**src/rtl/legv8_pkg.sv**
```systemverilog
// ---------------------------------------------------------------------------
// legv8_pkg
// Shared definitions for the LEGv8 multi-cycle control unit: FSM state
// encodings, ALU function-select codes, mem_op / pc_fs field codes, opcode
// constants, ControlWord bit positions and a few helper functions.
//
// Optional feature macro: LEGV8_CU_BCOND_EN (adds the B.cond opcode constant).
//
// Ports: none (package).
// ---------------------------------------------------------------------------
package legv8_pkg;

    localparam int CW_W   = 40;
    localparam int DATA_W = 64;

    localparam logic [4:0] XZR = 5'd31;

    // FSM states; the numeric values are visible on the debug state output.
    typedef enum logic [2:0] {
        ST_RST    = 3'd0,
        ST_FETCH  = 3'd1,
        ST_DECODE = 3'd2,
        ST_EXEC   = 3'd3,
        ST_MEM    = 3'd4,
        ST_HALT   = 3'd5
    } state_t;

    typedef enum logic [4:0] {
        FS_AND = 5'b00000,
        FS_ORR = 5'b00100,
        FS_ADD = 5'b01000,
        FS_SUB = 5'b01001
    } fs_t;

    typedef enum logic [1:0] {
        MEM_NONE   = 2'b00,
        MEM_WRITE  = 2'b01,
        MEM_IFETCH = 2'b10,
        MEM_DREAD  = 2'b11
    } mem_op_t;

    typedef enum logic [1:0] {
        PC_HOLD = 2'b00,
        PC_INC  = 2'b01,
        PC_LOAD = 2'b10,
        PC_REL  = 2'b11
    } pc_fs_t;

    // Immediate formats understood by legv8_imm_extend.
    typedef enum logic [2:0] {
        IMM_NONE = 3'd0,
        IMM_I    = 3'd1,
        IMM_D    = 3'd2,
        IMM_B    = 3'd3,
        IMM_CB   = 3'd4
    } imm_fmt_t;

    // Opcode constants, grouped by the width of the opcode field.
    localparam logic [10:0] OPC_ADD  = 11'b10001011000;
    localparam logic [10:0] OPC_SUB  = 11'b11001011000;
    localparam logic [10:0] OPC_AND  = 11'b10001010000;
    localparam logic [10:0] OPC_ORR  = 11'b10101010000;
    localparam logic [10:0] OPC_STUR = 11'b11111000000;
    localparam logic [10:0] OPC_LDUR = 11'b11111000010;
    localparam logic [10:0] OPC_HLT  = 11'b11111111111;
    localparam logic [9:0]  OPC_ADDI = 10'b1001000100;
    localparam logic [9:0]  OPC_SUBI = 10'b1101000100;
    localparam logic [9:0]  OPC_ANDI = 10'b1001001000;
    localparam logic [9:0]  OPC_ORRI = 10'b1011001000;
    localparam logic [7:0]  OPC_CBZ  = 8'b10110100;
    localparam logic [7:0]  OPC_CBNZ = 8'b10110101;
    localparam logic [5:0]  OPC_B    = 6'b000101;
`ifdef LEGV8_CU_BCOND_EN
    localparam logic [7:0]  OPC_BCOND = 8'h54;
`endif

    // ControlWord field positions (bits 39:34 and 25 are reserved zero).
    localparam int CW_STATUS_LOAD = 33;
    localparam int CW_MEM_OP_LSB  = 31;
    localparam int CW_PC_FS_LSB   = 29;
    localparam int CW_PC_ADDR     = 28;
    localparam int CW_B_SEL       = 27;
    localparam int CW_IR_LOAD     = 26;
    localparam int CW_FS_LSB      = 20;
    localparam int CW_C0          = 19;
    localparam int CW_K_LSB       = 17;
    localparam int CW_MEM_WRITE   = 16;
    localparam int CW_REG_WRITE   = 15;
    localparam int CW_DA_LSB      = 10;
    localparam int CW_SA_LSB      = 5;
    localparam int CW_SB_LSB      = 0;

    typedef struct packed {
        logic       status_load;
        mem_op_t    mem_op;
        pc_fs_t     pc_fs;
        logic       pc_addr;
        logic       b_sel;
        logic       ir_load;
        fs_t        fs;
        logic       c0;
        logic       mem_write;
        logic       reg_write;
        logic [4:0] da;
        logic [4:0] sa;
        logic [4:0] sb;
    } cw_fields_t;

    // Builds a non-idle ControlWord; the fixed 2'b11 field is only present
    // in active words, idle states emit an all-zero word instead.
    function automatic logic [CW_W-1:0] pack_cw(input cw_fields_t f);
        logic [CW_W-1:0] cw;
        cw = '0;
        cw[CW_STATUS_LOAD]        = f.status_load;
        cw[CW_MEM_OP_LSB +: 2]    = f.mem_op;
        cw[CW_PC_FS_LSB +: 2]     = f.pc_fs;
        cw[CW_PC_ADDR]            = f.pc_addr;
        cw[CW_B_SEL]              = f.b_sel;
        cw[CW_IR_LOAD]            = f.ir_load;
        cw[CW_FS_LSB +: 5]        = f.fs;
        cw[CW_C0]                 = f.c0;
        cw[CW_K_LSB +: 2]         = 2'b11;
        cw[CW_MEM_WRITE]          = f.mem_write;
        cw[CW_REG_WRITE]          = f.reg_write;
        cw[CW_DA_LSB +: 5]        = f.da;
        cw[CW_SA_LSB +: 5]        = f.sa;
        cw[CW_SB_LSB +: 5]        = f.sb;
        return cw;
    endfunction

    // Evaluates a B.cond condition against registered flags {V,C,N,Z}.
    // Code 4'hF behaves like AL.
    function automatic logic cond_holds(input logic [3:0] cond, input logic [3:0] flags);
        logic v, c, n, z;
        logic res;
        v = flags[3];
        c = flags[2];
        n = flags[1];
        z = flags[0];
        case (cond)
            4'h0:    res = z;
            4'h1:    res = ~z;
            4'h2:    res = c;
            4'h3:    res = ~c;
            4'h4:    res = n;
            4'h5:    res = ~n;
            4'h6:    res = v;
            4'h7:    res = ~v;
            4'h8:    res = c & ~z;
            4'h9:    res = ~(c & ~z);
            4'hA:    res = (n == v);
            4'hB:    res = (n != v);
            4'hC:    res = ~z & (n == v);
            4'hD:    res = ~(~z & (n == v));
            default: res = 1'b1;
        endcase
        return res;
    endfunction

endpackage

```
**src/rtl/legv8_control_unit_if.sv**
```systemverilog
// ---------------------------------------------------------------------------
// legv8_control_unit_if
// Bundle between the datapath and the control unit.
//   IR_out[31:0]        datapath -> CU  instruction register
//   status[4:0]         datapath -> CU  live ALU flags {Z5,V,C,N,Z}
//   current_status[3:0] datapath -> CU  registered flags {V,C,N,Z}
//   ControlWord[39:0]   CU -> datapath  control word
//   constant[63:0]      CU -> datapath  extended immediate / branch offset
//   state[2:0]          CU -> observer  current FSM state
//   halted              CU -> observer  high while halted
// Modports: master = datapath side, slave = control unit.
// ---------------------------------------------------------------------------
interface legv8_control_unit_if;
    import legv8_pkg::*;

    logic [31:0]       IR_out;
    logic [4:0]        status;
    logic [3:0]        current_status;
    logic [CW_W-1:0]   ControlWord;
    logic [DATA_W-1:0] constant;
    logic [2:0]        state;
    logic              halted;

    modport master (
        output IR_out, status, current_status,
        input  ControlWord, constant, state, halted
    );

    modport slave (
        input  IR_out, status, current_status,
        output ControlWord, constant, state, halted
    );

endinterface

```
**src/rtl/legv8_imm_extend.sv**
```systemverilog
// ---------------------------------------------------------------------------
// legv8_imm_extend
// Combinational immediate extender: picks the immediate field of the
// instruction according to the format select and widens it to 64 bits.
//   i_ir[31:0]      instruction word
//   i_fmt           immediate format (imm_fmt_t)
//   o_constant[63:0] extended value (zero for IMM_NONE)
// ---------------------------------------------------------------------------
module legv8_imm_extend
    import legv8_pkg::*;
(
    input  logic [31:0]       i_ir,
    input  imm_fmt_t          i_fmt,
    output logic [DATA_W-1:0] o_constant
);

    // I-format immediates are unsigned; D, B and CB are signed, and branch
    // offsets are word counts so they are scaled by 4.
    always_comb begin
        o_constant = '0;
        case (i_fmt)
            IMM_I:   o_constant = {52'd0, i_ir[21:10]};
            IMM_D:   o_constant = {{55{i_ir[20]}}, i_ir[20:12]};
            IMM_B:   o_constant = {{36{i_ir[25]}}, i_ir[25:0], 2'b00};
            IMM_CB:  o_constant = {{43{i_ir[23]}}, i_ir[23:5], 2'b00};
            default: o_constant = '0;
        endcase
    end

endmodule

```
**src/rtl/legv8_control_unit.sv**
```systemverilog
// ---------------------------------------------------------------------------
// legv8_control_unit
// Multi-cycle FSM control unit driving LEGv8_Datapath_TS. Sequences
// RST -> FETCH -> DECODE -> EXEC (-> MEM for LDUR) -> FETCH, with HALT
// absorbing until reset. Decodes IR_out into the 40-bit ControlWord and the
// 64-bit constant, and resolves conditional branches.
//   clock   rising-edge clock
//   reset   asynchronous, active-low reset
//   bus     legv8_control_unit_if.slave (IR_out, status, current_status in;
//           ControlWord, constant, state, halted out)
// Optional feature macro: LEGV8_CU_BCOND_EN enables B.cond decode; without it
// B.cond executes as a NOP.
// ---------------------------------------------------------------------------
module legv8_control_unit
    import legv8_pkg::*;
(
    input  logic                  clock,
    input  logic                  reset,
    legv8_control_unit_if.slave   bus
);

    state_t            r_state;
    state_t            w_next_state;
    cw_fields_t        w_fetch;
    cw_fields_t        w_exec;
    cw_fields_t        w_mem;
    imm_fmt_t          w_fmt;
    logic              w_is_ldur;
    logic              w_is_hlt;
    logic [CW_W-1:0]   w_cw;
    logic [DATA_W-1:0] w_constant;
    logic [DATA_W-1:0] w_ext;
    logic              w_halted;

    logic [10:0] w_opc11;
    logic [9:0]  w_opc10;
    logic [7:0]  w_opc8;
    logic [5:0]  w_opc6;
    logic [4:0]  w_rd;
    logic [4:0]  w_rn;
    logic [4:0]  w_rm;
    logic        w_unused;

    assign w_opc11 = bus.IR_out[31:21];
    assign w_opc10 = bus.IR_out[31:22];
    assign w_opc8  = bus.IR_out[31:24];
    assign w_opc6  = bus.IR_out[31:26];
    assign w_rd    = bus.IR_out[4:0];
    assign w_rn    = bus.IR_out[9:5];
    assign w_rm    = bus.IR_out[20:16];

    // Only the live Z flag matters here; the other flag bits are consumed
    // only when B.cond support is compiled in.
    assign w_unused = &{1'b0, bus.status[4:1], bus.current_status};

    legv8_imm_extend u_imm_extend (
        .i_ir       (bus.IR_out),
        .i_fmt      (w_fmt),
        .o_constant (w_ext)
    );

    // State register; reset forces RST immediately so the word goes to zero
    // in the same cycle, aborting any instruction in flight.
    always_ff @(posedge clock or negedge reset) begin
        if (!reset) begin
            r_state <= ST_RST;
        end else begin
            r_state <= w_next_state;
        end
    end

    // Instruction decode: builds the EXEC and MEM field sets and selects the
    // immediate format. Longer opcodes are matched before shorter ones so a
    // short-opcode match can never shadow an exact 11-bit opcode.
    always_comb begin
        w_fetch         = '0;
        w_fetch.mem_op  = MEM_IFETCH;
        w_fetch.pc_fs   = PC_HOLD;
        w_fetch.pc_addr = 1'b1;
        w_fetch.ir_load = 1'b1;
        w_fetch.b_sel   = 1'b1;

        w_exec       = '0;
        w_exec.pc_fs = PC_INC;
        w_fmt        = IMM_NONE;
        w_is_ldur    = 1'b0;
        w_is_hlt     = 1'b0;

        if ((w_opc11 == OPC_ADD) || (w_opc11 == OPC_SUB) ||
            (w_opc11 == OPC_AND) || (w_opc11 == OPC_ORR)) begin
            w_exec.reg_write = 1'b1;
            w_exec.da        = w_rd;
            w_exec.sa        = w_rn;
            w_exec.sb        = w_rm;
            case (w_opc11)
                OPC_SUB: begin
                    w_exec.fs          = FS_SUB;
                    w_exec.c0          = 1'b1;
                    w_exec.status_load = 1'b1;
                end
                OPC_AND: w_exec.fs = FS_AND;
                OPC_ORR: w_exec.fs = FS_ORR;
                default: w_exec.fs = FS_ADD;
            endcase
        end else if (w_opc11 == OPC_STUR) begin
            w_exec.sa        = w_rn;
            w_exec.sb        = w_rd;
            w_exec.b_sel     = 1'b1;
            w_exec.fs        = FS_ADD;
            w_exec.mem_op    = MEM_WRITE;
            w_exec.mem_write = 1'b1;
            w_fmt            = IMM_D;
        end else if (w_opc11 == OPC_LDUR) begin
            w_exec.sa     = w_rn;
            w_exec.b_sel  = 1'b1;
            w_exec.fs     = FS_ADD;
            w_exec.mem_op = MEM_DREAD;
            w_exec.pc_fs  = PC_HOLD;
            w_fmt         = IMM_D;
            w_is_ldur     = 1'b1;
        end else if (w_opc11 == OPC_HLT) begin
            w_exec.pc_fs = PC_HOLD;
            w_is_hlt     = 1'b1;
        end else if ((w_opc10 == OPC_ADDI) || (w_opc10 == OPC_SUBI) ||
                     (w_opc10 == OPC_ANDI) || (w_opc10 == OPC_ORRI)) begin
            w_exec.reg_write = 1'b1;
            w_exec.da        = w_rd;
            w_exec.sa        = w_rn;
            w_exec.b_sel     = 1'b1;
            w_fmt            = IMM_I;
            case (w_opc10)
                OPC_SUBI: begin
                    w_exec.fs          = FS_SUB;
                    w_exec.c0          = 1'b1;
                    w_exec.status_load = 1'b1;
                end
                OPC_ANDI: w_exec.fs = FS_AND;
                OPC_ORRI: w_exec.fs = FS_ORR;
                default:  w_exec.fs = FS_ADD;
            endcase
        end else if ((w_opc8 == OPC_CBZ) || (w_opc8 == OPC_CBNZ)) begin
            // Rt passes through the ALU (Rt + XZR) so the datapath's live Z
            // flag reflects Rt == 0 during this same cycle.
            w_exec.sa = w_rd;
            w_exec.sb = XZR;
            w_exec.fs = FS_ADD;
            w_fmt     = IMM_CB;
            if ((w_opc8 == OPC_CBZ) == bus.status[0]) begin
                w_exec.pc_fs = PC_REL;
            end
        end
`ifdef LEGV8_CU_BCOND_EN
        else if (w_opc8 == OPC_BCOND) begin
            w_fmt = IMM_CB;
            if (cond_holds(bus.IR_out[3:0], bus.current_status)) begin
                w_exec.pc_fs = PC_REL;
            end
        end
`endif
        else if (w_opc6 == OPC_B) begin
            w_exec.pc_fs = PC_REL;
            w_fmt        = IMM_B;
        end

        // LDUR write-back repeats the load word, now committing Rt and
        // advancing the PC that was held during EXEC.
        w_mem           = w_exec;
        w_mem.reg_write = 1'b1;
        w_mem.da        = w_rd;
        w_mem.pc_fs     = PC_INC;
    end

    // Next-state and output selection; idle states emit an all-zero word.
    always_comb begin
        w_next_state = r_state;
        w_cw         = '0;
        w_constant   = '0;
        w_halted     = 1'b0;
        case (r_state)
            ST_RST: begin
                w_next_state = ST_FETCH;
            end
            ST_FETCH: begin
                w_cw         = pack_cw(w_fetch);
                w_next_state = ST_DECODE;
            end
            ST_DECODE: begin
                w_constant   = w_ext;
                w_next_state = ST_EXEC;
            end
            ST_EXEC: begin
                w_cw       = pack_cw(w_exec);
                w_constant = w_ext;
                if (w_is_hlt) begin
                    w_next_state = ST_HALT;
                end else if (w_is_ldur) begin
                    w_next_state = ST_MEM;
                end else begin
                    w_next_state = ST_FETCH;
                end
            end
            ST_MEM: begin
                w_cw         = pack_cw(w_mem);
                w_constant   = w_ext;
                w_next_state = ST_FETCH;
            end
            ST_HALT: begin
                w_halted = 1'b1;
            end
            default: begin
                w_next_state = ST_RST;
            end
        endcase
    end

    assign bus.ControlWord = w_cw;
    assign bus.constant    = w_constant;
    assign bus.state       = r_state;
    assign bus.halted      = w_halted;

endmodule
```
**src/flat_wrapper.sv**
```systemverilog
// flat-port wrapper written by rule: the top's interface ports become plain ports
module legv8_control_unit_flat import legv8_pkg::*;
  (clock, reset, bus_IR_out, bus_status, bus_current_status, bus_ControlWord, bus_constant, bus_state, bus_halted);
  legv8_control_unit_if bus_i ();
  input  logic clock;
  input  logic reset;
  input wire logic [$bits(bus_i.IR_out)-1:0] bus_IR_out;
  input wire logic [$bits(bus_i.status)-1:0] bus_status;
  input wire logic [$bits(bus_i.current_status)-1:0] bus_current_status;
  output wire logic [$bits(bus_i.ControlWord)-1:0] bus_ControlWord;
  output wire logic [$bits(bus_i.constant)-1:0] bus_constant;
  output wire logic [$bits(bus_i.state)-1:0] bus_state;
  output wire logic [$bits(bus_i.halted)-1:0] bus_halted;
  assign bus_i.IR_out = bus_IR_out;
  assign bus_i.status = bus_status;
  assign bus_i.current_status = bus_current_status;
  assign bus_ControlWord = bus_i.ControlWord;
  assign bus_constant = bus_i.constant;
  assign bus_state = bus_i.state;
  assign bus_halted = bus_i.halted;
  legv8_control_unit u_core (.clock(clock), .reset(reset), .bus(bus_i));
endmodule
```
**config.mk**
```make
export PLATFORM = sky130hd
export DESIGN_NAME = legv8_control_unit_flat
export DESIGN_NICKNAME = d
export VERILOG_FILES = /design/src/rtl/legv8_pkg.sv /design/src/rtl/legv8_control_unit_if.sv /design/src/rtl/legv8_imm_extend.sv /design/src/rtl/legv8_control_unit.sv /design/src/flat_wrapper.sv
export SDC_FILE = /design/constraint.sdc
export NUM_CORES = 1
export LEC_CHECK = 0
export ABC_AREA = 1
export BUFFER_PORTS_ARGS = -buffer_cell sky130_fd_sc_hd__buf_4
export CELL_PAD_IN_SITES_DETAIL_PLACEMENT = 1
export CELL_PAD_IN_SITES_GLOBAL_PLACEMENT = 1
export CORE_ASPECT_RATIO = 1.5
export CORE_MARGIN = 5
export CORE_UTILIZATION = 28
export DETAILED_ROUTE_END_ITERATION = 6
export GPL_TIMING_DRIVEN = 0
export PLACE_DENSITY_LB_ADDON = 0.3
export SLEW_MARGIN = 20
export SYNTH_ARGS = -nofsm -noshare
export SYNTH_HDL_FRONTEND = slang
export SYNTH_HIERARCHICAL = 1
export SYNTH_SLANG_ARGS = --single-unit
```
**constraint.sdc**
```tcl
create_clock -name clock -period 2.2 [get_ports clock]
set_input_delay 0 -clock clock [delete_from_list [all_inputs] [get_ports clock]]
set_output_delay 0 -clock clock [all_outputs]
set_load 0.05 [all_outputs]
```
* Word-level counts from Yosys, hierarchy flattened
Cells that the tools add are included.
** Cells by class
- Equality and inequality tests :: 24
- Muxes and demuxes :: 66
- Reductions and logical operators :: 10
** Operators by type and width (number)
- one-hot mux 64 bit (4 select lines) :: 1
- one-hot mux 34 bit (3 select lines) :: 1
- equality test 11 bit (second input constant) :: 7
- two-way mux 64 bit :: 1
- equality test 10 bit (second input constant) :: 4
- two-way mux 5 bit :: 7
- two-way mux 16 bit :: 2
- two-way mux 6 bit :: 5
- two-way mux 1 bit :: 24
- two-way mux 3 bit :: 8
- one-hot mux 4 bit (3 select lines) :: 2
- two-way mux 10 bit :: 2
- two-way mux 2 bit :: 10
- equality test 8 bit (second input constant) :: 2
- one-hot mux 3 bit (5 select lines) :: 1
- equality test 3 x 2 -> 1 bit (second input constant) :: 4
- equality test 3 bit (second input constant) :: 3
- two-way mux 4 bit :: 2
- logical OR 1 bit :: 7
- equality test 3 x 1 -> 1 bit (second input constant) :: 2
- equality test 6 x 3 -> 1 bit (second input constant) :: 1
- zero test 3 bit :: 1
- OR reduction 3 bit :: 1
- OR reduction 2 bit :: 1
- equality test 1 bit :: 1
** Storage, ports and cells
- Bits in registers :: 3
- Input bits :: 43

* Longest topological paths before layout
Gate-level depths: netlist (run 1).
- Word-level depth :: 12
- Gate-level depth with buffers :: 16
- Mapped depth without buffers :: 14

* Hierarchy
The synthesis (run 1) kept the hierarchy.
** By module, submodules not included
- legv8_control_unit :: times used 1, cells each 364, area an instance 1685.4 um2, seq. area each 75.1 um2
- legv8_imm_extend :: times used 1, cells each 195, area an instance 1101.1 um2, seq. area each 0.0 um2

* Least setup slack after synthesis (run 1)
Ideal clock, no wire load.
- Kind :: register -> output
- Start point :: register u_core.r_state[1] (netlist: u_core/bus.state[1])
- End point :: output bus_ControlWord[16]
- Arrival time :: 2.521 ns
- Setup slack :: -0.321 ns
- Cell stages (with the launch flop) :: 6
- Buffers on the path :: 1
- Path through :: dfrtp_1 -> inv_1 -> nor3_4 -> nor2_4 -> buf_6 -> nor3b_1
** On the way
- Longest elaborated chain between the ends :: 2
- Elaborated cells on any way between the ends :: 4
** RTL lines
- from (decl) :: RTL line legv8_control_unit.sv:22 : state_t r_state;
- from (signal assigned) :: RTL line legv8_control_unit.sv:68 : r_state <= w_next_state;
- equality test 3 bit (tied with other cells) :: RTL line legv8_control_unit.sv:179 : case (r_state)
- one-hot mux 34 bit (3 select lines) * :: RTL line legv8_control_unit.sv:179
- to (decl) :: RTL line flat_wrapper.sv:10 : output wire logic [$bits(bus_i.ControlWord)-1:0] bus_ControlWord;
Every way passes the cells marked *; elsewhere a longest branch is shown, timed or not.

* Worst setup path in the final report (run 1)
- Start point :: input bus_IR_out[23]
- End point :: output bus_constant[36]
** On the way
- Longest elaborated chain between the ends :: 12
- Elaborated cells on any way between the ends :: 28
** RTL lines
- from (decl) :: RTL line flat_wrapper.sv:7 : input wire logic [$bits(bus_i.IR_out)-1:0] bus_IR_out;
- equality test 10 bit :: RTL line legv8_control_unit.sv:124 : end else if ((w_opc10 == OPC_ADDI) || (w_opc10 == OPC_SUBI) ||
- logical OR 1 bit (2 in a row) :: RTL line legv8_control_unit.sv:124
- logical OR 1 bit :: RTL line legv8_control_unit.sv:125 : (w_opc10 == OPC_ANDI) || (w_opc10 == OPC_ORRI)) begin
- two-way mux 3 bit :: RTL line legv8_control_unit.sv:124
- two-way mux 3 bit :: RTL line legv8_control_unit.sv:121 : end else if (w_opc11 == OPC_HLT) begin
- two-way mux 3 bit :: RTL line legv8_control_unit.sv:113 : end else if (w_opc11 == OPC_LDUR) begin
- two-way mux 3 bit :: RTL line legv8_control_unit.sv:105 : end else if (w_opc11 == OPC_STUR) begin
- two-way mux 3 bit * :: RTL line legv8_control_unit.sv:89 : if ((w_opc11 == OPC_ADD) || (w_opc11 == OPC_SUB) ||
- named net u_core.w_fmt[1] :: RTL line legv8_control_unit.sv:27 : imm_fmt_t w_fmt;
- equality test 3 bit (tied with other cells) :: RTL line legv8_imm_extend.sv:21 : case (i_fmt)
- one-hot mux 64 bit (4 select lines) * :: RTL line legv8_imm_extend.sv:21
- named net u_core.w_ext[36] :: RTL line legv8_control_unit.sv:32 : logic [DATA_W-1:0] w_ext;
- two-way mux 64 bit * :: RTL line legv8_control_unit.sv:179
- to (decl) :: RTL line flat_wrapper.sv:11 : output wire logic [$bits(bus_i.constant)-1:0] bus_constant;
Mark *: on every way through the listed nets, which the timed path passes. The rest lies on a longest branch.

==> impl_metrics.py, run 1 <==
metrics = {
    "status": {
        "status": "complete, no violations",
    },
    "pwr": {
        "power_density_mw_per_mm2": 135,
        "p_leak_nw": 2.90,
        "finalPower_w": 0.000563,
        "ir_worst_vdd_mv": 0.535,
    },
    "critical_path": {
        "end_kind": "output port",
        "crit_top_cell": "buf_4",
        "rr_startpoint": "u_core/bus.state[2]",
        "cp_data_required_time_ns": 2.20,
        "critical-path-max-stage-delay_ns": 0.23,
        "cp_max_fo": 19,
        "path_cells": "buf_4 -> inv_1 -> nand2_2 -> nor2_1 -> o21ai_1 -> nand2_1 -> buf_6 -> buf_2 -> nand4_1 -> buf_4 -> nand2_8 -> buf_4 -> nand2_1 -> inv_1 -> buf_4",
        "critPathSlowestCell": "buf_2",
        "crit_arrival_ns": 2.07,
        "critPathLaunch": "bus_IR_out[23]",
        "worstSetupPathType": "primary input to output port",
        "startpoint_type": "primary input",
    },
    "sta": {
        "setup_violations": 0,
        "clock_skew_ns": 0.00214,
        "grt_setup_unrepaired": "no",
        "fin_crit_ns": 2.07,
        "timing.final.crit_share_pct": 93.9,
        "fmax_mhz": 484,
        "hold_viol_final": 0,
        "slew_violations": 0,
    },
    "place": {
        "post-place-cells": 815,
        "dpl.hpwl_mm": 9.49,
        "port_buffers": 133,
        "place_congestion": 0.851,
    },
    "synthesis": {
        "synthArstFlopShare_pct": 100,
        "avgSynthCellArea_um2": 4.98,
        "ys_types": 33,
        "synth_edf_count": 0,
        "ys_warn_count": 6,
        "syn_area_mm2": 0.00279,
        "ys_seq_area_share_pct": 2.69,
        "ys_seq_elements": 3,
        "synthCells": 559,
        "synth_flop_cell": "dfrtp_1",
    },
    "global_route": {
        "grt_pass1_vias": 3918,
        "grt_overflow": 0,
        "grt_use_total_pct": 18.1,
        "grt_start_max_net_pins": 20,
        "grt_pass1_wl_mm": 18.8,
        "antenna_found_initial": 0,
    },
    "cts": {
        "numCtsBuffers": 3,
        "cts-root-buf": "clkbuf_16",
        "clkLatencyLatePin_ns": 0.22,
        "cts_sinks": 3,
        "cts_tree": "yes",
        "htree_levels": 1,
        "clk_pin_slew_ns": 0.03,
        "clock_tree.buffer_depth": 2,
    },
    "drt": {
        "dr.pass1.iters": 5,
        "wire_per_inst_um": 14.1,
        "post_drt_via_cell_ratio": 4.56,
        "ant_nets": 0,
        "vias": 3772,
        "drtIter0Drc": 181,
        "drc": 0,
        "totalWireLength_mm": 11.6,
    },
    "floorplan": {
        "core_area_mm2": 0.00969,
        "design.die.area_mm2": 0.0121,
        "dieHeight_um": 132,
        "rows": 44,
        "initial_core_util_pct": 28.8,
        "chipWidth_um": 91.5,
        "ios": 151,
    },
    "finish": {
        "syn_to_final_growth_pct": 49.7,
        "layout_commonest_cell": "nand2_1",
        "fin_cells": 827,
        "final_cell_mix": "198 x nand2_1, 192 x buf_4, 119 x inv_1, 43 x nand3_1, 37 x nand4_1",
        "num-nets-final": 756,
        "drive_above_1_share_pct": 35.7,
        "diodes": 0,
        "fillerInstances": 1394,
        "largest_register_ffs": 3,
    },
    "flow_run": {
        "maxCapViolCount": 0,
    },
    "worst_hold_path": {
        "hp-class": "primary input to async pin",
    },
}
[per-layer routing]
layer / track usage [%] / vias up / part of all wire, %
met2: 35.9 / 109 / 55
met5: 0 / - / 0
li1: - / 1934 / -
met1: 19.6 / 1715 / 39
met3: 2.34 / 14 / 4.7
met4: 4.24 / 0 / 1.7
[power breakdown]
part | leakage (nW) | total, W | switching (W) | internal, W
Sequential | 0.0315 | 0.0000556 | 0 | 0.0000556
Combinational | 2.83 | 0.000217 | 0.000135 | 0.0000819
Clock | 0.0382 | 0.000291 | 0.0000513 | 0.000239
[metrics by stage]
stage	hold slack (ns)	setup WS [ns]	area (um2)	setup TNS [ns]	utilization, %
6_report	0.115	0.134	4170	0	43.0
5_1_grt	0.125	0.00706	4170	0	43.0
4_1_cts	0.109	0.00801	4090	0	42.2
3_5_place_dp	-0.209	-0.607	3970	-21.33	41.0
3_3_place_gp	-0.210	-0.508	3970	-17.92	41.0
2_1_floorplan	-0.296	0.00309	2830	0	-
[worst max-delay path: cells and delay by family]
kind            cells  cell delay (ns)
buf+inv             8             1.17
simple gates        6             0.68
compound gates      1             0.18
[cell type report]
cell class | instances | area, um2 | area share (%)
Clock buffer | 4 | 78.8 | 1.89
Buffer | 73 | 584 | 14.0
Multi-Input combinational cell | 363 | 1730 | 41.5
Tap cell | 115 | 144 | 3.45
Timing Repair Buffer | 140 | 1070 | 25.6
Inverter | 129 | 490 | 11.8
Sequential cell | 3 | 75.1 | 1.80
[cell usage after synthesis (2+ instances only)]
cell     instances  area [um2]
nand2_1        200         751
inv_1          119         447
buf_4           54         405
nand3_1         43         215
nand4_1         37         231
nor2_1          25        93.8
buf_6           13         146
a21oi_1          8        40.0
inv_2            8        30.0
o21ai_0          7        35.0
buf_2            6        30.0
nor2_4           5        56.3
nand2_2          4        25.0
nand3_2          4        40.0
nor2_2           4        25.0
dfrtp_1          3        75.1
nor4_1           2        12.5
o22ai_1          2        12.5
[worst paths after layout]
| kind | slack [ns] | end | depth (start not counted) |
|---|---|---|---|
| worst max-delay path | 0.13 | bus_constant[36] | 15 |
| min in group clock | 0.34 | u_core/bus.state[0] | 7 |
| worst max register to register | 0.98 | u_core/bus.state[0] | 3 |
| worst min register to register | 0.68 | u_core/bus.state[0] | 3 |
| worst min-delay path | 0.11 | u_core/bus.state[2] | 2 |
| max in group asynchronous | 1.99 | u_core/bus.state[1] | 2 |
[repair_timing]
action | CTS | global route
hold buffers | 1 | 0
resized for setup | 3 | 7
pin swaps | 2 | 1
setup buffers | 1 | 5
endpoints found under the hold margin | 3 | 0
setup endpoints to repair | 37 | 37
gates cloned | 1 | 0
[cells by family after synthesis]
family / after synthesis / synth area share (%)
DFF: 3 / 2.69
AOI/OAI and AO/OA: 21 / 4.13
xor gates and xnor gates: 1 / 0.314
and+or+nand+nor: 331 / 54.4
other: 1 / 0.135
buffers and inverters: 202 / 38.3
(Power assumes the default switching activity.)
==> run 2: changes to the inputs <==
ABC_CLOCK_PERIOD_IN_PS = 2200   (was unset)
CORE_UTILIZATION = 24   (was 28)
SYNTH_HIERARCHICAL = unset   (was 1)
==> run 2 against run 1 <==
Against the previous run: via count is 25% lower; synthesized area is 30% lower; setup slack better by 0.029 ns; synthesized cell count is 33% lower; critical path type is now flip-flop to output port; die area is 16% lower; worst hold slack worse by 0.012 ns; clock-buffer cell count stayed put; global-route usage is 0.32 points lower; routed wire length is 19% lower; clock skew is 0.00059 ns lower; cell count is 24% lower; register-to-register slack better by 0.16 ns.
==> impl_metrics.py, run 2 <==
metrics = {
    "global_route": {
        "grt_use_total_pct": 17.8,
        "grt_overflow": 0,
        "antenna_found_initial": 0,
        "grt_pass1_wl_mm": 14.9,
        "grt_start_max_net_pins": 20,
        "grt_pass1_vias": 3024,
    },
    "critical_path": {
        "crit_buf_inv": 6,
        "crit_arrival_ns": 2.04,
        "cp_top_family": "buffers and inverters",
        "cp_data_required_time_ns": 2.20,
        "r2r_cells": 6,
        "cp_max_fo": 19,
        "end_kind": "output port",
        "path_cells": "inv_1 -> nor2_2 -> nand2_1 -> nand2_2 -> inv_4 -> nand2_4 -> o21ai_4 -> clkinvlp_4 -> buf_4 -> buf_4 -> buf_4",
        "critPathSlowestCell": "dfrtp_2",
        "critical-path-max-stage-delay_ns": 0.42,
        "rrSetupSlack_ns": 1.14,
        "crit_top_cell": "buf_4",
        "rr_startpoint": "u_core.bus.state[0]",
        "startpoint_type": "flip-flop",
        "worstSetupPathType": "flip-flop to output port",
        "worstReg2RegEnd": "u_core.bus.state[1]",
    },
    "cts": {
        "clock_tree.buffer_depth": 2,
        "clk_pin_slew_ns": 0.03,
        "numCtsBuffers": 3,
        "cts_tree": "yes",
        "cts_sinks": 3,
        "htree_levels": 1,
        "clkLatencyLatePin_ns": 0.23,
        "cts-root-buf": "clkbuf_16",
    },
    "finish": {
        "num-nets-final": 568,
        "final_cell_mix": "185 x buf_4, 71 x nand2_1, 63 x nor2_1, 53 x inv_1, 33 x nand3_1",
        "drive_above_1_share_pct": 44.5,
        "fin_cells": 629,
        "layout_commonest_cell": "buf_4",
        "largest_register_ffs": 3,
        "fin_area_mm2": 0.00328,
        "fillerInstances": 1138,
        "diodes": 0,
        "syn_to_final_growth_pct": 67.1,
    },
    "synthesis": {
        "ys_types": 29,
        "synthArstFlopShare_pct": 100,
        "synth_area_leaders": "buf_4 20%, nand2_1 14%, nor2_1 12%",
        "syn_area_mm2": 0.00196,
        "synthCells": 375,
        "synth_flop_cell": "dfrtp_1",
        "synth_edf_count": 0,
        "synth.top_cell.area_share_pct": 19.5,
        "synth_largest_area_cell": "buf_4",
        "ys_seq_elements": 3,
        "ys_seq_area_share_pct": 3.83,
        "ys_top_cells_by_count": "71 x nand2_1, 65 x nor2_1, 54 x inv_1",
        "synth.most_common_cell": "nand2_1",
        "ys_warn_count": 0,
        "avgSynthCellArea_um2": 5.23,
    },
    "pwr": {
        "internal-power_w": 0.000367,
        "swShare_pct": 33.1,
        "p_sw_w": 0.000181,
        "seqPwrFrac_pct": 10.1,
        "ir_worst_vdd_mv": 0.488,
        "power_density_mw_per_mm2": 167,
        "pwr-share-comb_pct": 36.3,
        "p_leak_nw": 1.92,
        "finalPower_w": 0.000548,
        "clock_power_share_pct": 53.6,
    },
    "sta": {
        "setup_violations": 0,
        "clock_skew_ns": 0.00155,
        "fin_crit_ns": 2.04,
        "final.setup.worst_slack_ns": 0.163,
        "grt_setup_unrepaired": "no",
        "slew_violations": 0,
        "timing.final.crit_share_pct": 92.6,
        "hold_viol_final": 0,
        "fmax_mhz": 491,
        "worst_slew_pin_slew_ns": 0.603,
        "slew_headroom_pct": 59.6,
    },
    "floorplan": {
        "core_area_mm2": 0.00801,
        "design.die.area_mm2": 0.0101,
        "initial_core_util_pct": 24.5,
        "chipWidth_um": 83.8,
        "rows": 40,
        "dieHeight_um": 121,
        "ios": 151,
    },
    "drt": {
        "post_drt_via_cell_ratio": 4.53,
        "drtIter0Drc": 74,
        "drc": 0,
        "totalWireLength_mm": 9.39,
        "wire_per_inst_um": 14.9,
        "vias": 2847,
        "dr.pass1.iters": 4,
        "ant_nets": 0,
    },
    "place": {
        "port_buffers": 132,
        "dpl.hpwl_mm": 8.05,
        "placed_area_mm2": 0.00314,
        "place_congestion": 0.882,
        "post-place-cells": 620,
        "place_ws_ns": -0.0932,
    },
    "worst_hold_path": {
        "hp-class": "primary input to async pin",
    },
    "status": {
        "status": "complete, no violations",
    },
    "flow_run": {
        "maxCapViolCount": 0,
    },
}
-- run 2: cell count changes in the layout (fill, tap and decap cells not counted), moves of 4 or more --
cell      before  now
nand2_1      198   71
inv_1        119   53
nor2_1        21   63
nand4_1       37    0
o21ai_0        5   20
buf_6         13    2
nand3_1       43   33
a21oi_1        8   16
buf_4        192  185
o22ai_1        2    9
inv_2          8    2
nand3b_1       1    5
-- run 2: timing repair --
item,in CTS,in global routing
hold buffers,1,0
hold endpoints to repair,3,0
setup buffers,3,0
cloned,1,0
endpoints found under the setup margin,37,37
resized for setup,2,6
-- run 2: how the worst max path moves through the flow --
stage,depth (start not counted),slack [ns],from,end
final,11,0.16,u_core.bus.state[0],bus_constant[38]
after global routing,10,0.01,u_core.bus.state[2],bus_constant[38]
after CTS,11,0.02,u_core.bus.state[0],bus_constant[39]
after detailed placement,10,-0.09,u_core.bus.state[0],bus_constant[58]
after global placement,10,-0.06,u_core.bus.state[0],bus_constant[57]
after floorplan,6,-0.01,u_core.bus.state[0],bus_ControlWord[20]
-- run 2: through the flow --
| step | TNS (ns) | utilization [%] | hold WS [ns] |
|---|---|---|---|
| 2_1_floorplan | -0.283 | - | -0.296 |
| 3_3_place_gp | -1.88 | 39.2 | -0.208 |
| 3_5_place_dp | -3.19 | 39.2 | -0.207 |
| 4_1_cts | 0 | 40.7 | 0.0987 |
| 5_1_grt | 0 | 40.9 | 0.135 |
| 6_report | 0 | 40.9 | 0.103 |
-- run 2: routing by layer --
layer / up-vias / track usage (%) / share of wire (%) / routed length, um
li1: 1425 / - / - / -
met1: 1292 / 18.9 / 38 / 3550
met2: 112 / 35.2 / 54 / 5030
met3: 18 / 2.93 / 6.4 / 599
met4: 0 / 4.93 / 2.3 / 213
met5: - / 0 / 0 / 0
-- run 2: power by group through the flow --
stage,Combinational (W),Sequential [W],Clock [W]
6_report,0.000199,0.0000555,0.000294
3_5_place_dp,0.000197,0.0000562,0
3_3_place_gp,0.000195,0.0000562,0
4_1_cts,0.000199,0.0000555,0.000298
5_1_grt,0.000216,0.0000555,0.000300
2_1_floorplan,0.000105,0.0000562,0
-- run 2: logic make-up (layout without fill, tap and decap cells) --
logic type                count (synthesis)  in the layout  share of synthesized area (%)
AOI/OAI and AO/OA                        55             55                           16.0
xor gates and xnor gates                  1              1                          0.447
buffers and inverters                   115            256                           32.8
DFF                                       3              3                           3.83
other                                     1              9                          0.191
and+or+nand+nor                         200            200                           46.8
-- run 2: cell type report --
class                      count  area, um2  share of cell area (%)
tap                          105        131                    4.01
buffer                        57        433                    13.2
timing repair buffer         136       1020                    31.2
inverter                      58        225                    6.87
multi-input combinational    265       1300                    39.6
sequential                     3       78.8                    2.41
clock buffer                   4       78.8                    2.41
timing repair inverter         1       7.51                   0.229
-- run 2: worst reg2reg max path, stage by stage, from the launching register on --
cell and delay, ns:
dfrtp_2 0.42, inv_1 0.13, nor2_1 0.06, inv_1 0.11, nor2_2 0.06, inv_1 0.11
nand2_1 0.06
